### src/rtl/borrow_bypass_serial_subtractor_if.sv
// Operand and result handshake bundle for the serial borrow-bypass subtractor.
// The master drives operands and accepts results; the slave is the subtractor.
interface borrow_bypass_serial_subtractor_if;
    logic        in_valid;
    logic        in_ready;
    logic [15:0] A;
    logic [15:0] B;
    logic        Bin;
    logic        out_valid;
    logic        out_ready;
    logic [15:0] Diff;
    logic        Bout;
    logic        Zero;
    logic [3:0]  Bypass;

    modport master (
        output in_valid,
        input  in_ready,
        output A,
        output B,
        output Bin,
        input  out_valid,
        output out_ready,
        input  Diff,
        input  Bout,
        input  Zero,
        input  Bypass
    );

    modport slave (
        input  in_valid,
        output in_ready,
        input  A,
        input  B,
        input  Bin,
        output out_valid,
        input  out_ready,
        output Diff,
        output Bout,
        output Zero,
        output Bypass
    );
endinterface

### src/rtl/borrow_bypass_serial_subtractor.sv
// Sequential 16-bit subtractor: Diff = A - B - Bin, one 4-bit borrow-bypass
// nibble per cycle. Operands are captured once at accept; the result is held
// with out_valid until the consumer takes it.
module borrow_bypass_serial_subtractor (
    input  logic                                 clk,
    input  logic                                 rst,
    borrow_bypass_serial_subtractor_if.slave     bus
);

    typedef enum logic [1:0] {
        IDLE = 2'd0,
        CALC = 2'd1,
        DONE = 2'd2
    } state_t;

    state_t      state_q;
    logic [1:0]  nibbleIdx_q;
    logic [15:0] operandA_q;
    logic [15:0] operandB_q;
    logic [15:0] diff_q;
    logic [3:0]  bypass_q;
    logic        borrow_q;
    logic        inReady_q;
    logic        outValid_q;

    logic [3:0]  nibbleA;
    logic [3:0]  nibbleB;
    logic [3:0]  propagate;
    logic        ripple;
    logic [3:0]  nibbleDiff_d;
    logic        bypassHit_d;
    logic        borrow_d;

    // One nibble of the subtraction: ripple the borrow through four bits,
    // and skip the ripple result entirely when every bit pair is equal.
    always_comb begin
        nibbleA      = operandA_q[{nibbleIdx_q, 2'b00} +: 4];
        nibbleB      = operandB_q[{nibbleIdx_q, 2'b00} +: 4];
        propagate    = ~(nibbleA ^ nibbleB);
        ripple       = borrow_q;
        nibbleDiff_d = 4'h0;
        for (int i = 0; i < 4; i++) begin
            nibbleDiff_d[i] = nibbleA[i] ^ nibbleB[i] ^ ripple;
            ripple          = (~nibbleA[i] & nibbleB[i])
                            | (ripple & ~(nibbleA[i] ^ nibbleB[i]));
        end
        bypassHit_d = &propagate;
        borrow_d    = bypassHit_d ? borrow_q : ripple;
    end

    // Control FSM plus datapath registers; handshake flags are registered
    // alongside the state so they never depend combinationally on inputs.
    always_ff @(posedge clk) begin
        if (rst) begin
            state_q     <= IDLE;
            nibbleIdx_q <= 2'd0;
            operandA_q  <= 16'h0000;
            operandB_q  <= 16'h0000;
            diff_q      <= 16'h0000;
            bypass_q    <= 4'h0;
            borrow_q    <= 1'b0;
            inReady_q   <= 1'b1;
            outValid_q  <= 1'b0;
        end else begin
            case (state_q)
                IDLE: begin
                    if (bus.in_valid && inReady_q) begin
                        operandA_q  <= bus.A;
                        operandB_q  <= bus.B;
                        borrow_q    <= bus.Bin;
                        diff_q      <= 16'h0000;
                        bypass_q    <= 4'h0;
                        nibbleIdx_q <= 2'd0;
                        inReady_q   <= 1'b0;
                        state_q     <= CALC;
                    end
                end
                CALC: begin
                    diff_q[{nibbleIdx_q, 2'b00} +: 4] <= nibbleDiff_d;
                    borrow_q                          <= borrow_d;
                    if (bypassHit_d) begin
                        bypass_q[nibbleIdx_q] <= 1'b1;
                    end
                    if (nibbleIdx_q == 2'd3) begin
                        outValid_q <= 1'b1;
                        state_q    <= DONE;
                    end else begin
                        nibbleIdx_q <= nibbleIdx_q + 2'd1;
                    end
                end
                DONE: begin
                    if (bus.out_ready && outValid_q) begin
                        outValid_q <= 1'b0;
                        inReady_q  <= 1'b1;
                        state_q    <= IDLE;
                    end
                end
                default: begin
                    outValid_q <= 1'b0;
                    inReady_q  <= 1'b1;
                    state_q    <= IDLE;
                end
            endcase
        end
    end

    assign bus.in_ready  = inReady_q;
    assign bus.out_valid = outValid_q;
    assign bus.Diff      = diff_q;
    assign bus.Bout      = borrow_q;
    assign bus.Zero      = (diff_q == 16'h0000);
    assign bus.Bypass    = bypass_q;

endmodule

### src/flat_wrapper.sv
// flat-port wrapper written by rule: the top's interface ports become plain ports
module borrow_bypass_serial_subtractor_flat 
  (clk, rst, bus_in_valid, bus_in_ready, bus_A, bus_B, bus_Bin, bus_out_valid, bus_out_ready, bus_Diff, bus_Bout, bus_Zero, bus_Bypass);
  borrow_bypass_serial_subtractor_if bus_i ();
  input  logic clk;
  input  logic rst;
  input wire logic [$bits(bus_i.in_valid)-1:0] bus_in_valid;
  output wire logic [$bits(bus_i.in_ready)-1:0] bus_in_ready;
  input wire logic [$bits(bus_i.A)-1:0] bus_A;
  input wire logic [$bits(bus_i.B)-1:0] bus_B;
  input wire logic [$bits(bus_i.Bin)-1:0] bus_Bin;
  output wire logic [$bits(bus_i.out_valid)-1:0] bus_out_valid;
  input wire logic [$bits(bus_i.out_ready)-1:0] bus_out_ready;
  output wire logic [$bits(bus_i.Diff)-1:0] bus_Diff;
  output wire logic [$bits(bus_i.Bout)-1:0] bus_Bout;
  output wire logic [$bits(bus_i.Zero)-1:0] bus_Zero;
  output wire logic [$bits(bus_i.Bypass)-1:0] bus_Bypass;
  assign bus_i.in_valid = bus_in_valid;
  assign bus_in_ready = bus_i.in_ready;
  assign bus_i.A = bus_A;
  assign bus_i.B = bus_B;
  assign bus_i.Bin = bus_Bin;
  assign bus_out_valid = bus_i.out_valid;
  assign bus_i.out_ready = bus_out_ready;
  assign bus_Diff = bus_i.Diff;
  assign bus_Bout = bus_i.Bout;
  assign bus_Zero = bus_i.Zero;
  assign bus_Bypass = bus_i.Bypass;
  borrow_bypass_serial_subtractor u_core (.clk(clk), .rst(rst), .bus(bus_i));
endmodule
### config.mk
export PLATFORM = sky130hd
export DESIGN_NAME = borrow_bypass_serial_subtractor_flat
export DESIGN_NICKNAME = d
export VERILOG_FILES = /design/src/rtl/borrow_bypass_serial_subtractor_if.sv /design/src/rtl/borrow_bypass_serial_subtractor.sv /design/src/flat_wrapper.sv
export SDC_FILE = /design/constraint.sdc
export NUM_CORES = 1
export LEC_CHECK = 0
export BUFFER_PORTS_ARGS = -buffer_cell sky130_fd_sc_hd__buf_2
export CAP_MARGIN = 20
export CORE_ASPECT_RATIO = 1.5
export CORE_MARGIN = 3
export CORE_UTILIZATION = 49
export CTS_CLUSTER_DIAMETER = 100
export DETAILED_ROUTE_END_ITERATION = 8
export MAX_ROUTING_LAYER = met4
export PLACE_DENSITY = 0.71
export SLEW_MARGIN = 40
export SYNTH_ARGS = -nofsm -noshare
export SYNTH_HDL_FRONTEND = slang
export SYNTH_SLANG_ARGS = --single-unit
### constraint.sdc
create_clock -name clk -period 3.6 [get_ports clk]
set_clock_uncertainty 0.2 [all_clocks]
set_input_delay 0.72 -clock clk [delete_from_list [all_inputs] [get_ports clk]]
set_output_delay 0.72 -clock clk [all_outputs]
set_load 0.02 [all_outputs]
# Word level (Yosys, flattened, before mapping)
# Index checks and enable logic that the tools add are counted.
[totals] register_bits=59 inputBits=37 wordCells=98 out_inout_bits=24
[classes] n_reduce_logical=15 n_bitwise=33 order_cmp=2 shifts=4 n_addsub=2 n_mux=24 n_eq_ne=9
[ops] operator="16-bit case mux with 2 select lines" n=1
[ops] operator="16-bit by 5-bit indexed part select with 4-bit output" n=2
[ops] operator="3-bit AND reduction" n=6
[ops] operator="16-bit bitwise mux" n=1
[ops] operator="16-bit zero test" n=1
[ops] operator="16-bit 2-to-1 mux" n=1
[ops] operator="4-bit by 6-bit variable shift with 16-bit output, first input constant" n=1
[ops] operator="4-bit by 6-bit indexed part select with 16-bit output" n=1
[ops] operator="2-bit 2-to-1 mux" n=5
[ops] operator="1-bit NOT" n=10
[ops] operator="1-bit AND" n=8
[ops] operator="4-bit 2-to-1 mux" n=2
[ops] operator="2-bit by 1-bit inequality test with 1-bit output, second input constant" n=4
[ops] operator="4-bit case mux with 2 select lines" n=1
[ops] operator="1-bit bitwise XOR" n=8
[ops] operator="1-bit 2-to-1 mux" n=7
[ops] operator="4-bit negator with 6-bit output" n=1
[ops] operator="1-bit case mux with 3 select lines" n=2
[ops] operator="2-bit case mux with 3 select lines" n=1
[ops] operator="2-bit equality test, second input constant" n=2
[ops] operator="2-bit inequality test, second input constant" n=2
[ops] operator="4-bit NOT" n=1
[ops] operator="1-bit bitwise OR" n=4
[ops] operator="4-bit bitwise OR" n=1
[ops] operator="other kinds (13)" n=16

# Logic depth before layout (Yosys ltp)
# Gate-level depths: netlist of the first run.
[depth] ltp_word=13 depth_mapped=13 ltp_nobuf=12

# Worst setup path before layout of the first run
# OpenSTA, ideal clock, no wires.
[synth_path] path_kind="register to register" start="register u_core.nibbleIdx_q[0]" end="register u_core.diff_q[11], in the netlist u_core.bus.Diff[11]" path_stages_with_launch=12 setup_ns=0.060 setup_slack_ns=0.429 synth_period_minus_slack_ns=3.171 path_buffers=1 t_required_ns=3.340 arrival_time_ns=2.910 path_cell_list="dfxtp_1 > buf_4 > mux4_2 > fa_1 > inv_1 > fa_1 > inv_1 > fa_1 > inv_1 > fa_1 > nor2_1 > a22o_1"
[synth_via] elab_chain_len=13 elab_cells_between_ends=30 cone_classes="1 x add/sub; 4 x shift; 2 x mux; 23 x bitwise"
[synth_lines] item="from (decl)" line_no="borrow_bypass_serial_subtractor.sv:17" rtl="logic [1:0] nibbleIdx_q;"
[synth_lines] item="from (signal assigned)" line_no="borrow_bypass_serial_subtractor.sv:88" rtl="nibbleIdx_q <= nibbleIdx_q + 2'd1;"
[synth_lines] item="16-bit by 5-bit indexed part select with 4-bit output, on equally long branches" line_no="borrow_bypass_serial_subtractor.sv:37, borrow_bypass_serial_subtractor.sv:38"
[synth_lines] item="1-bit bitwise XOR" line_no="borrow_bypass_serial_subtractor.sv:43, borrow_bypass_serial_subtractor.sv:45"
[synth_lines] item="1-bit NOT" line_no="borrow_bypass_serial_subtractor.sv:45" rtl="| (ripple & ~(nibbleA[i] ^ nibbleB[i]));"
[synth_lines] item="1-bit AND" line_no="borrow_bypass_serial_subtractor.sv:45"
[synth_lines] item="1-bit bitwise OR" line_no="borrow_bypass_serial_subtractor.sv:45"
[synth_lines] item="1-bit AND" line_no="borrow_bypass_serial_subtractor.sv:45"
[synth_lines] item="1-bit bitwise OR" line_no="borrow_bypass_serial_subtractor.sv:45"
[synth_lines] item="1-bit AND" line_no="borrow_bypass_serial_subtractor.sv:45"
[synth_lines] item="1-bit bitwise OR" line_no="borrow_bypass_serial_subtractor.sv:45"
[synth_lines] item="1-bit bitwise XOR" line_no="borrow_bypass_serial_subtractor.sv:43" rtl="nibbleDiff_d[i] = nibbleA[i] ^ nibbleB[i] ^ ripple;"
[synth_lines] item="4-bit by 6-bit indexed part select with 16-bit output" line_no="borrow_bypass_serial_subtractor.sv:79" rtl="diff_q[{nibbleIdx_q, 2'b00} +: 4] <= nibbleDiff_d;"
[synth_lines] item="16-bit bitwise mux (*)" line_no="borrow_bypass_serial_subtractor.sv:79"
[synth_lines] item="16-bit case mux with 2 select lines (*)" line_no="borrow_bypass_serial_subtractor.sv:65" rtl="case (state_q)"
[synth_lines] item="to (signal, indexed assignment)" line_no="borrow_bypass_serial_subtractor.sv:79"
[synth_lines] item="to (decl)" line_no="borrow_bypass_serial_subtractor.sv:20" rtl="logic [15:0] diff_q;"
# Mark *: on every way between the ends. The rest lies on a longest branch, timed or not.
# A chain may end at the register's enable or synchronous reset.

# Final worst setup path of the first run
# Same ends and word-level chain as after synthesis.

==> results of run 1 <==
## worst min-delay path: cells and delay by family, from the launching register on
kind,cells,cell delay [ps]
DFF,1,300
and+or+nand+nor,1,50
AOI/OAI and AO/OA,1,50
## flip-flops by register name, indices dropped and copies added, names as in the netlist
register	flops
u_core.bus.Diff	16
u_core.operandA_q	16
u_core.operandB_q	16
u_core.bus.Bypass	4
u_core.nibbleIdx_q	2
u_core.state_q	2
u_core.bus.Bout	1
u_core.bus.in_ready	1
u_core.bus.out_valid	1
## metrics by stage
step / instance area [µm²] / util [%] / cells / setup WS (ps) / hold WS [ps]
4_1_cts: 3150 / 60.6 / 422 / 341 / 253
3_3_place_gp: 2960 / 56.9 / 406 / 399 / 242
6_report: 3150 / 60.6 / 422 / 355 / 250
3_5_place_dp: 2960 / 56.9 / 406 / 345 / 245
2_1_floorplan: 2660 / - / 291 / 429 / 232
5_1_grt: 3150 / 60.6 / 422 / 176 / 273
## cell usage in the layout, fill, tap and decap left out, drive strengths merged, types with 2 or more instances in the layout
cell / n
o2bb2ai: 2
nor2b: 3
buf: 64
ha: 8
fa: 4
dfxtp: 59
nor3b: 2
and4: 2
o21ai: 2
nor4: 5
nor3: 5
nand4: 2
a22o: 14
mux4: 8
nor2: 13
nand2: 75
inv: 12
a21oi: 46
nand2b: 3
clkbuf: 14
## cell type report
| class | instances | area (µm²) |
|---|---|---|
| fillers | 478 | 2050 |
| multi-input cells | 203 | 1320 |
| flip-flops and latches | 59 | 1180 |
| repair buffers | 64 | 330 |
| clock buffers | 14 | 153 |
| well taps | 68 | 85.1 |
| inverters | 12 | 45.0 |
| clock inverters | 2 | 35.0 |
## logic make-up after synthesis
logic type / count (synthesis)
adders and majority gates: 12
DFF: 59
buffers and inverters: 29
and+or+nand+nor: 115
muxes: 8
AOI/OAI and AO/OA: 68
## per-layer routing
metal / routed length, µm / global-route usage (%) / share of wire, %
met1: 2370 / 21.9 / 41
met2: 2930 / 33.7 / 51
met3: 305 / 7.01 / 5.3
met4: 110 / 8.98 / 1.9
met5: 0 / - / 0
## path summary, 6_finish.rpt
path                            cells after the start                          startpoint  slack (ps)                            endpoint
worst min-delay path                                2  u_core.operandB_q[14]$_SDFFE_PP0P_         250  u_core.operandB_q[14]$_SDFFE_PP0P_
worst max-delay path                               10  u_core.nibbleIdx_q[0]$_SDFFE_PP0P_         350    u_core.bus.Diff[11]$_SDFFE_PP0P_
worst max register to register                     10  u_core.nibbleIdx_q[0]$_SDFFE_PP0P_         350    u_core.bus.Diff[11]$_SDFFE_PP0P_
worst min register to register                      2  u_core.operandB_q[14]$_SDFFE_PP0P_         250  u_core.operandB_q[14]$_SDFFE_PP0P_
## power breakdown
group	switching, mW	leakage [nW]	internal (mW)
Clock	0.236	0.0947	0.338
Combinational	0.141	0.742	0.100
Sequential	0.0256	0.480	0.686
Total	0.402	1.32	1.13
==> flow_summary_export.csv, run 1 <==
group,metric,value,unit
floorplanning,start_util,51.0,%
setup_path,crit_buf_inv,3,
synthesis,synth_adder_area_share,6.79,%
power_and_ir_drop,ir_drop,0.323,mV
setup_path,crit_arrival,3330,ps
synthesis,ys.flop_type,"dfxtp_1",
detailed_routing,routed_wl,5710,µm
synthesis,async_flop_share,0,%
clocking,path_clk_slew,60,ps
synthesis,synth_common_cells,"nand2_1 (75), dfxtp_1 (59), a21oi_1 (46)",
flow_run,cap_violations,0,
clocking,cts_buffers,9,
detailed_routing,vias_per_cell,5.15,
setup_path,cpPeakStageDelay,580,ps
sta,fin_crit,3250,ps
clocking,cts_sinks,59,
synthesis,yosysTopAreaCell,"dfxtp_1",
cells_and_area,nets,398,
global_routing,gr-total-overflow,0,
setup_path,worstSetupStartpointType,"flop",
global_routing,grt_pass1_wl,9420,µm
synthesis,synth_area_leaders,"dfxtp_1 (44%), nand2_1 (11%), a21oi_1 (8.7%)",
sta,setup_violations,0,
floorplanning,die_y,96.2,µm
synthesis,synth_top_family_by_area,"simple AND/OR/NAND/NOR gates",
detailed_routing,drc,0,
synthesis,synth.distinct_cells,35,
clocking,clk-insertion-delay-late,340,ps
synthesis,avgSynthCellArea,9.12,µm²
synthesis,syn_nets,340,
floorplanning,rows,32,
placed_design,portBuffers,60,
floorplanning,fp.dieArea,0.00636,mm²
cells_and_area,drive_gt1_share,25.7,%
sta,min_period_over_period,90.1,%
synthesis,yosysWarnings,0,
sta,rsz0062_at_grt,"no",
synthesis,post_synth_mux_area_share,6.93,%
sta,max_freq,308,MHz
synthesis,syn_inst,291,
sta,relSlewSlack,52.1,%
global_routing,antenna_found_initial,0,
synthesis,synth_compound_gate_area_share,15.5,%
floorplanning,core,0.00520,mm²
synthesis,synth-simple-area-share,20.6,%
min_path,hp-class,"reg2reg",
cells_and_area,synthToLayoutAreaGrowth,18.7,%
placed_design,place_hpwl,4240,µm
floorplanning,die_x,66.1,µm
synthesis,ys_seq_area_share,44.5,%
sta,setup_tns,0,ps
outcome,outcome,"finished clean",
clocking,cts_resized,0,
sta,hold_viol_final,0,
sta,tightest_slew,712,ps
power_and_ir_drop,total_power,1.53,mW
detailed_routing,first_pass_iters,4,
synthesis,synth_most_common_cell,"nand2_1",
synthesis,synth_area,0.00266,mm²
global_routing,grt.total_usage,20.4,%
setup_path,path_cells,"mux4_2 -> fa_1 -> inv_1 -> fa_1 -> inv_1 -> fa_1 -> inv_1 -> fa_1 -> nor2_1 -> a22o_1",
cells_and_area,diodes,0,
setup_path,path_delay_family,"adder cells",
synthesis,synth_xor_area_share,0,%
setup_path,cpMostUsedCell,"fa_1",
detailed_routing,vias,2174,
floorplanning,io_pins,61,
setup_path,critPathCaptureType,"flop",
setup_path,crit_fanout,6,
clocking,root_buffer,"clkbuf_8",
clocking,cts_setup_buffers,0,
synthesis,synth_edf_count,0,
detailed_routing,routedWlPerCell,13.5,µm
sta,drv_slew,0,
global_routing,grt_max_degree,39,
detailed_routing,first_iter_violations,71,
synthesis,ys_seq_elements,59,
power_and_ir_drop,power.leakage,1.32,nW
detailed_routing,ant_nets,0,
setup_path,worstSetupPathType,"reg2reg",
setup_path,required,3680,ps
global_routing,grt_pass1_vias,2082,
clocking,h-tree-depth,3,
synthesis,yosys.area.top_type_share,44.5,%
placed_design,place_congestion,0.817,
setup_path,worst_path_max_delay_cell,"mux4_2",
clocking,cts_tree,"done",
power_and_ir_drop,power_density,485,mW/mm²
clocking,cts_buffer_depth,2,
clocking,cts_hold_buffers,0,
(Power assumes the default switching activity.)
==> run 2: changes to the inputs <==
--- a/config.mk
+++ b/config.mk
@@ -7,7 +7,6 @@
 export LEC_CHECK = 0
 export BUFFER_PORTS_ARGS = -buffer_cell sky130_fd_sc_hd__buf_2
 export CAP_MARGIN = 20
-export CORE_ASPECT_RATIO = 1.5
 export CORE_MARGIN = 3
 export CORE_UTILIZATION = 49
 export CTS_CLUSTER_DIAMETER = 100
==> run 2 against run 1 <==
Fmax increased by 0.50%. Worst hold slack got worse by 0.70 ps. Global-route usage decreased by 0.87 points. Combinational power decreased by 2%. Critical path depth unchanged. Clock-buffer cell count decreased by 2. Via count increased by 2.1%. Non-clock buffer count decreased by 1. Die area decreased by 0.28%. Final area decreased by 1.0%.
==> flow_summary_export.csv, run 2 (synthesis gave the netlist of run 1 again) <==
group,metric,value,unit
detailed_routing,drc,0,
clocking,h-tree-depth,3,
global_routing,grt_max_degree,39,
sta,drv_slew,0,
power_and_ir_drop,ir_drop,0.241,mV
setup_path,path_delay_family,"adder cells",
cells_and_area,drive_gt1_share,25.9,%
global_routing,antenna_found_initial,0,
floorplanning,start_util,51.3,%
clocking,cts_buffer_depth,2,
placed_design,place_area,0.00296,mm²
clocking,cts_resized,0,
cells_and_area,final_util,60.3,%
clocking,cts_buffers,9,
floorplanning,fp.dieArea,0.00634,mm²
global_routing,grt.total_usage,19.5,%
placed_design,dp_cells,407,
placed_design,pre_cts_slack,365,ps
floorplanning,die_y,79.6,µm
clocking,cts_hold_buffers,0,
cells_and_area,design_area,0.00312,mm²
detailed_routing,routed_wl,5710,µm
outcome,outcome,"finished clean",
setup_path,crit_fanout,6,
floorplanning,rows,26,
sta,setup_violations,0,
sta,holdWs,249,ps
placed_design,portBuffers,60,
setup_path,critPathCaptureType,"flop",
cells_and_area,fin_cells,422,
setup_path,worst_path_max_delay_cell,"mux4_2",
sta,setup_tns,0,ps
sta,max_freq,310,MHz
sta,fin_crit,3230,ps
power_and_ir_drop,total_power,1.45,mW
clocking,cts_setup_buffers,0,
min_path,hp-class,"reg2reg",
setup_path,cpMostUsedCell,"fa_1",
clocking,root_buffer,"clkbuf_8",
floorplanning,die_x,79.6,µm
cells_and_area,layout_common_cells,"nand2_1 (75), buf_2 (60), dfxtp_1 (59), a21oi_1 (46), a22o_1 (14)",
setup_path,path_cells,"mux4_2 -> fa_1 -> inv_1 -> fa_1 -> inv_1 -> fa_1 -> inv_1 -> fa_1 -> nor2_1 -> a22o_1",
cells_and_area,diodes,0,
floorplanning,core,0.00517,mm²
setup_path,cpPeakStageDelay,580,ps
floorplanning,io_pins,61,
setup_path,worstSetupStartpointType,"flop",
detailed_routing,first_iter_violations,63,
detailed_routing,ant_nets,0,
setup_path,crit_arrival,3310,ps
sta,setup_slack,371,ps
global_routing,gr-total-overflow,0,
global_routing,grt_pass1_vias,1993,
setup_path,worstSetupPathType,"reg2reg",
power_and_ir_drop,power.leakage,1.30,nW
sta,rsz0062_at_grt,"no",
sta,hold_viol_final,0,
sta,min_period_over_period,89.7,%
clocking,clk-insertion-delay-late,340,ps
global_routing,grt_pass1_wl,9280,µm
detailed_routing,routedWlPerCell,13.5,µm
detailed_routing,first_pass_iters,4,
flow_run,cap_violations,0,
detailed_routing,vias_per_cell,5.26,
sta,tightest_slew,772,ps
placed_design,place_hpwl,4150,µm
clocking,cts_sinks,59,
cells_and_area,final_common_cell,"nand2_1",
power_and_ir_drop,power_density,466,mW/mm²
cells_and_area,synthToLayoutAreaGrowth,17.5,%
setup_path,crit_buf_inv,3,
sta,relSlewSlack,48.5,%
cells_and_area,nets,397,
clocking,cts_tree,"done",
placed_design,place_congestion,0.800,
setup_path,required,3680,ps
detailed_routing,vias,2220,
clocking,path_clk_slew,60,ps
[run 2: layout make-up]
class | instances | area, µm²
clock buffers | 12 | 145
inverters | 12 | 45.0
clock inverters | 3 | 15.0
multi-input cells | 203 | 1320
flip-flops and latches | 59 | 1180
repair buffers | 63 | 323
well taps | 70 | 87.6
fillers | 460 | 2050
[run 2: path summary, 6_finish.rpt]
kind	startpoint	endpoint	slack, ps	cells after the start
hold reg to reg	u_core.operandB_q[4]$_SDFFE_PP0P_	u_core.operandB_q[4]$_SDFFE_PP0P_	250	2
hold / removal	u_core.operandB_q[4]$_SDFFE_PP0P_	u_core.operandB_q[4]$_SDFFE_PP0P_	250	2
setup / recovery	u_core.nibbleIdx_q[0]$_SDFFE_PP0P_	u_core.bus.Diff[11]$_SDFFE_PP0P_	370	10
setup reg to reg	u_core.nibbleIdx_q[0]$_SDFFE_PP0P_	u_core.bus.Diff[11]$_SDFFE_PP0P_	370	10
[run 2: routing by layer]
metal | global-route usage, % | wire (µm)
met2 | 28.6 | 2560
met5 | - | 0
met1 | 25.1 | 2740
met4 | 10.8 | 114
met3 | 4.06 | 298
[run 2: worst min-delay path: cells and delay by family, from the launching register on]
kind | cells | cell delay (ps)
flops | 1 | 300
compound gates | 1 | 50
simple gates | 1 | 50
[run 2: report_power, final]
part | switching [mW] | internal, mW | total [mW] | leakage [nW]
Combinational | 0.138 | 0.0977 | 0.236 | 0.737
Sequential | 0.0258 | 0.686 | 0.712 | 0.480
Clock | 0.244 | 0.261 | 0.505 | 0.0860
Total | 0.408 | 1.04 | 1.45 | 1.30
==> run 3: changes to the inputs <==
--- a/config.mk
+++ b/config.mk
@@ -8,11 +8,11 @@
 export BUFFER_PORTS_ARGS = -buffer_cell sky130_fd_sc_hd__buf_2
 export CAP_MARGIN = 20
 export CORE_MARGIN = 3
-export CORE_UTILIZATION = 49
+export CORE_UTILIZATION = 45
 export CTS_CLUSTER_DIAMETER = 100
 export DETAILED_ROUTE_END_ITERATION = 8
 export MAX_ROUTING_LAYER = met4
-export PLACE_DENSITY = 0.71
+export PLACE_DENSITY = 0.66
 export SLEW_MARGIN = 40
 export SYNTH_ARGS = -nofsm -noshare
 export SYNTH_HDL_FRONTEND = slang
==> run 3 against run 2 <==
Clock power is 45% higher. Final cell count is 0.71% higher. Utilization is 3.1 points lower. Die area is 8.2% higher. Clock-buffer cell count is 1 lower. First-iteration DRC count is 59% higher. Sequential share of layout area is 1.1 points lower. Critical path depth stayed put. Routed wire length is 4.5% higher. Final area is 2.9% higher. Largest cell class unchanged. Highest routed layer unchanged.
==> flow_summary_export.csv, run 3 (synthesis gave the netlist of run 1 again) <==
group,metric,value,unit
sta,relSlewSlack,48.4,%
clocking,cts_setup_buffers,0,
floorplanning,core,0.00561,mm²
power_and_ir_drop,p_sw,425,µW
sta,setup_slack,330,ps
global_routing,grt.total_usage,18.3,%
clocking,cts_buffer_depth,2,
power_and_ir_drop,power_density,526,mW/mm²
clocking,root_buffer,"clkbuf_8",
detailed_routing,drc,0,
global_routing,grt.busiest_layer,"met2",
global_routing,grt_pass1_wl,10000,µm
sta,setup_tns,0,ps
sta,max_freq,306,MHz
clocking,cts_buffers,9,
clocking,cts_sinks,59,
clocking,path_clk_slew,70,ps
setup_path,rr_worst_depth,10,
setup_path,cpPeakStageDelay,580,ps
cells_and_area,nets,397,
setup_path,required,3670,ps
setup_path,worst_path_max_delay_cell,"mux4_2",
clocking,cts_resized,0,
floorplanning,die_x,82.8,µm
outcome,outcome,"finished clean",
detailed_routing,routedWlPerCell,14.1,µm
power_and_ir_drop,sequentialPowerShare,42.2,%
sta,tightest_slew,775,ps
global_routing,antenna_found_initial,0,
floorplanning,rows,27,
global_routing,grtUsageMet2,27.2,%
placed_design,portBuffers,60,
power_and_ir_drop,sw_frac_of_total,25.2,%
setup_path,path_cells,"mux4_2 -> fa_1 -> inv_1 -> fa_1 -> inv_1 -> fa_1 -> inv_1 -> fa_1 -> nor2_1 -> a22o_1",
flow_run,cap_violations,0,
detailed_routing,first_iter_violations,100,
floorplanning,fp.dieArea,0.00686,mm²
setup_path,reg2reg_slack,330,ps
power_and_ir_drop,power_frac_comb,14.3,%
clocking,h-tree-depth,3,
min_path,hp-class,"reg2reg",
setup_path,path_delay_family,"adder cells",
detailed_routing,routed_wl,5970,µm
setup_path,worstSetupPathType,"reg2reg",
global_routing,grt_max_degree,39,
cells_and_area,drive_gt1_share,26.6,%
power_and_ir_drop,clkPwrFrac,43.5,%
floorplanning,start_util,47.3,%
detailed_routing,vias,2180,
global_routing,gr-total-overflow,0,
placed_design,pre_cts_slack,309,ps
setup_path,worstSetupStartpointType,"flop",
setup_path,cpMostUsedCell,"fa_1",
detailed_routing,ant_nets,0,
detailed_routing,vias_per_cell,5.13,
clocking,cts_hold_buffers,0,
global_routing,grt_pass1_vias,2050,
sta,hold_viol_final,0,
setup_path,critPathLaunch,"u_core.nibbleIdx_q[0]$_SDFFE_PP0P_",
setup_path,crit_arrival,3340,ps
placed_design,place_congestion,0.762,
clocking,cts_tree,"done",
sta,setup_violations,0,
global_routing,use_met1,24.5,%
detailed_routing,first_pass_iters,4,
cells_and_area,final_util,57.2,%
placed_design,place_hpwl,4290,µm
clocking,clk-insertion-delay-late,330,ps
sta,drv_slew,0,
setup_path,timing.rr.end,"u_core.bus.Diff[11]$_SDFFE_PP0P_",
cells_and_area,diodes,0,
power_and_ir_drop,power.leakage,1.34,nW
setup_path,crit_fanout,6,
power_and_ir_drop,internal-power,1.26,mW
sta,fin_crit,3270,ps
sta,holdWs,254,ps
cells_and_area,final_common_cell,"nand2_1",
setup_path,regToRegStartpoint,"u_core.nibbleIdx_q[0]$_SDFFE_PP0P_",
setup_path,critPathCaptureType,"flop",
floorplanning,die_y,82.8,µm
sta,rsz0062_at_grt,"no",
global_routing,use_met3,4.07,%
setup_path,crit_buf_inv,3,
power_and_ir_drop,ir_drop,0.262,mV
cells_and_area,synthToLayoutAreaGrowth,20.9,%
cells_and_area,layout_common_cells,"nand2_1 (75), buf_2 (60), dfxtp_1 (59), a21oi_1 (46), a22o_1 (14)",
setup_path,worstSetupEndpoint,"u_core.bus.Diff[11]$_SDFFE_PP0P_",
floorplanning,io_pins,61,
setup_path,path_depth,10,
sta,min_period_over_period,90.8,%
run 3: changes by cell type in the layout (fill, tap and decap cells not counted):
| cell | delta |
|---|---|
| bufinv_16 | +3 |
| clkbuf_1 | -1 |
| clkinv_2 | -1 |
| nor4_1 | -1 |
| nor4_2 | +1 |
run 3: tightest hold or removal path: stages, from the launching register on:
cell     delay (ps)
dfxtp_1         310
nand2_1          50
a21oi_1          50
run 3: worst min path at each step:
stage / end / slack [ps] / cells after the start / from
floorplan: u_core.operandB_q[4]$_SDFFE_PP0P_ / 230 / 2 / u_core.operandB_q[4]$_SDFFE_PP0P_
global placement: u_core.operandA_q[1]$_SDFFE_PP0P_ / 240 / 2 / u_core.operandA_q[1]$_SDFFE_PP0P_
detailed placement: u_core.operandA_q[1]$_SDFFE_PP0P_ / 250 / 2 / u_core.operandA_q[1]$_SDFFE_PP0P_
CTS: u_core.operandA_q[1]$_SDFFE_PP0P_ / 260 / 2 / u_core.operandA_q[1]$_SDFFE_PP0P_
global route: u_core.operandB_q[13]$_SDFFE_PP0P_ / 270 / 2 / u_core.operandB_q[13]$_SDFFE_PP0P_
finish: u_core.operandA_q[1]$_SDFFE_PP0P_ / 250 / 2 / u_core.operandA_q[1]$_SDFFE_PP0P_
run 3: per-layer routing:
| layer | part of all wire [%] | vias to the layer above | wire, µm |
|---|---|---|---|
| li1 | - | 1117 | - |
| met3 | 5.0 | 2 | 301 |
| met4 | 0.44 | 0 | 26 |
| met2 | 47 | 54 | 2830 |
| met5 | 0 | - | 0 |
| met1 | 47 | 1007 | 2820 |
run 3: stage by stage:
stage	instance area, µm²	power, mW	instances
6_report	3210	1.69	425
5_1_grt	3210	1.77	425
4_1_cts	3200	1.70	425
3_5_place_dp	2960	0.969	409
3_3_place_gp	2960	0.960	409
2_1_floorplan	2660	0.902	291
run 3: area by class of cell:
| type | count | area [µm²] |
|---|---|---|
| well taps | 72 | 90.1 |
| multi-input cells | 203 | 1330 |
| flip-flops and latches | 59 | 1180 |
| clock buffers | 11 | 141 |
| inverters | 12 | 45.0 |
| fillers | 553 | 2400 |
| clock inverters | 5 | 100 |
| repair buffers | 63 | 323 |
run 3: power groups by stage:
stage                     sequential [mW]  combinational [mW]  clock [mW]
after floorplan                     0.724               0.178           0
after global placement              0.725               0.235           0
after detailed placement            0.726               0.243           0
after CTS                           0.712               0.244       0.742
after global routing                0.717               0.273       0.779
final                               0.712               0.241       0.734
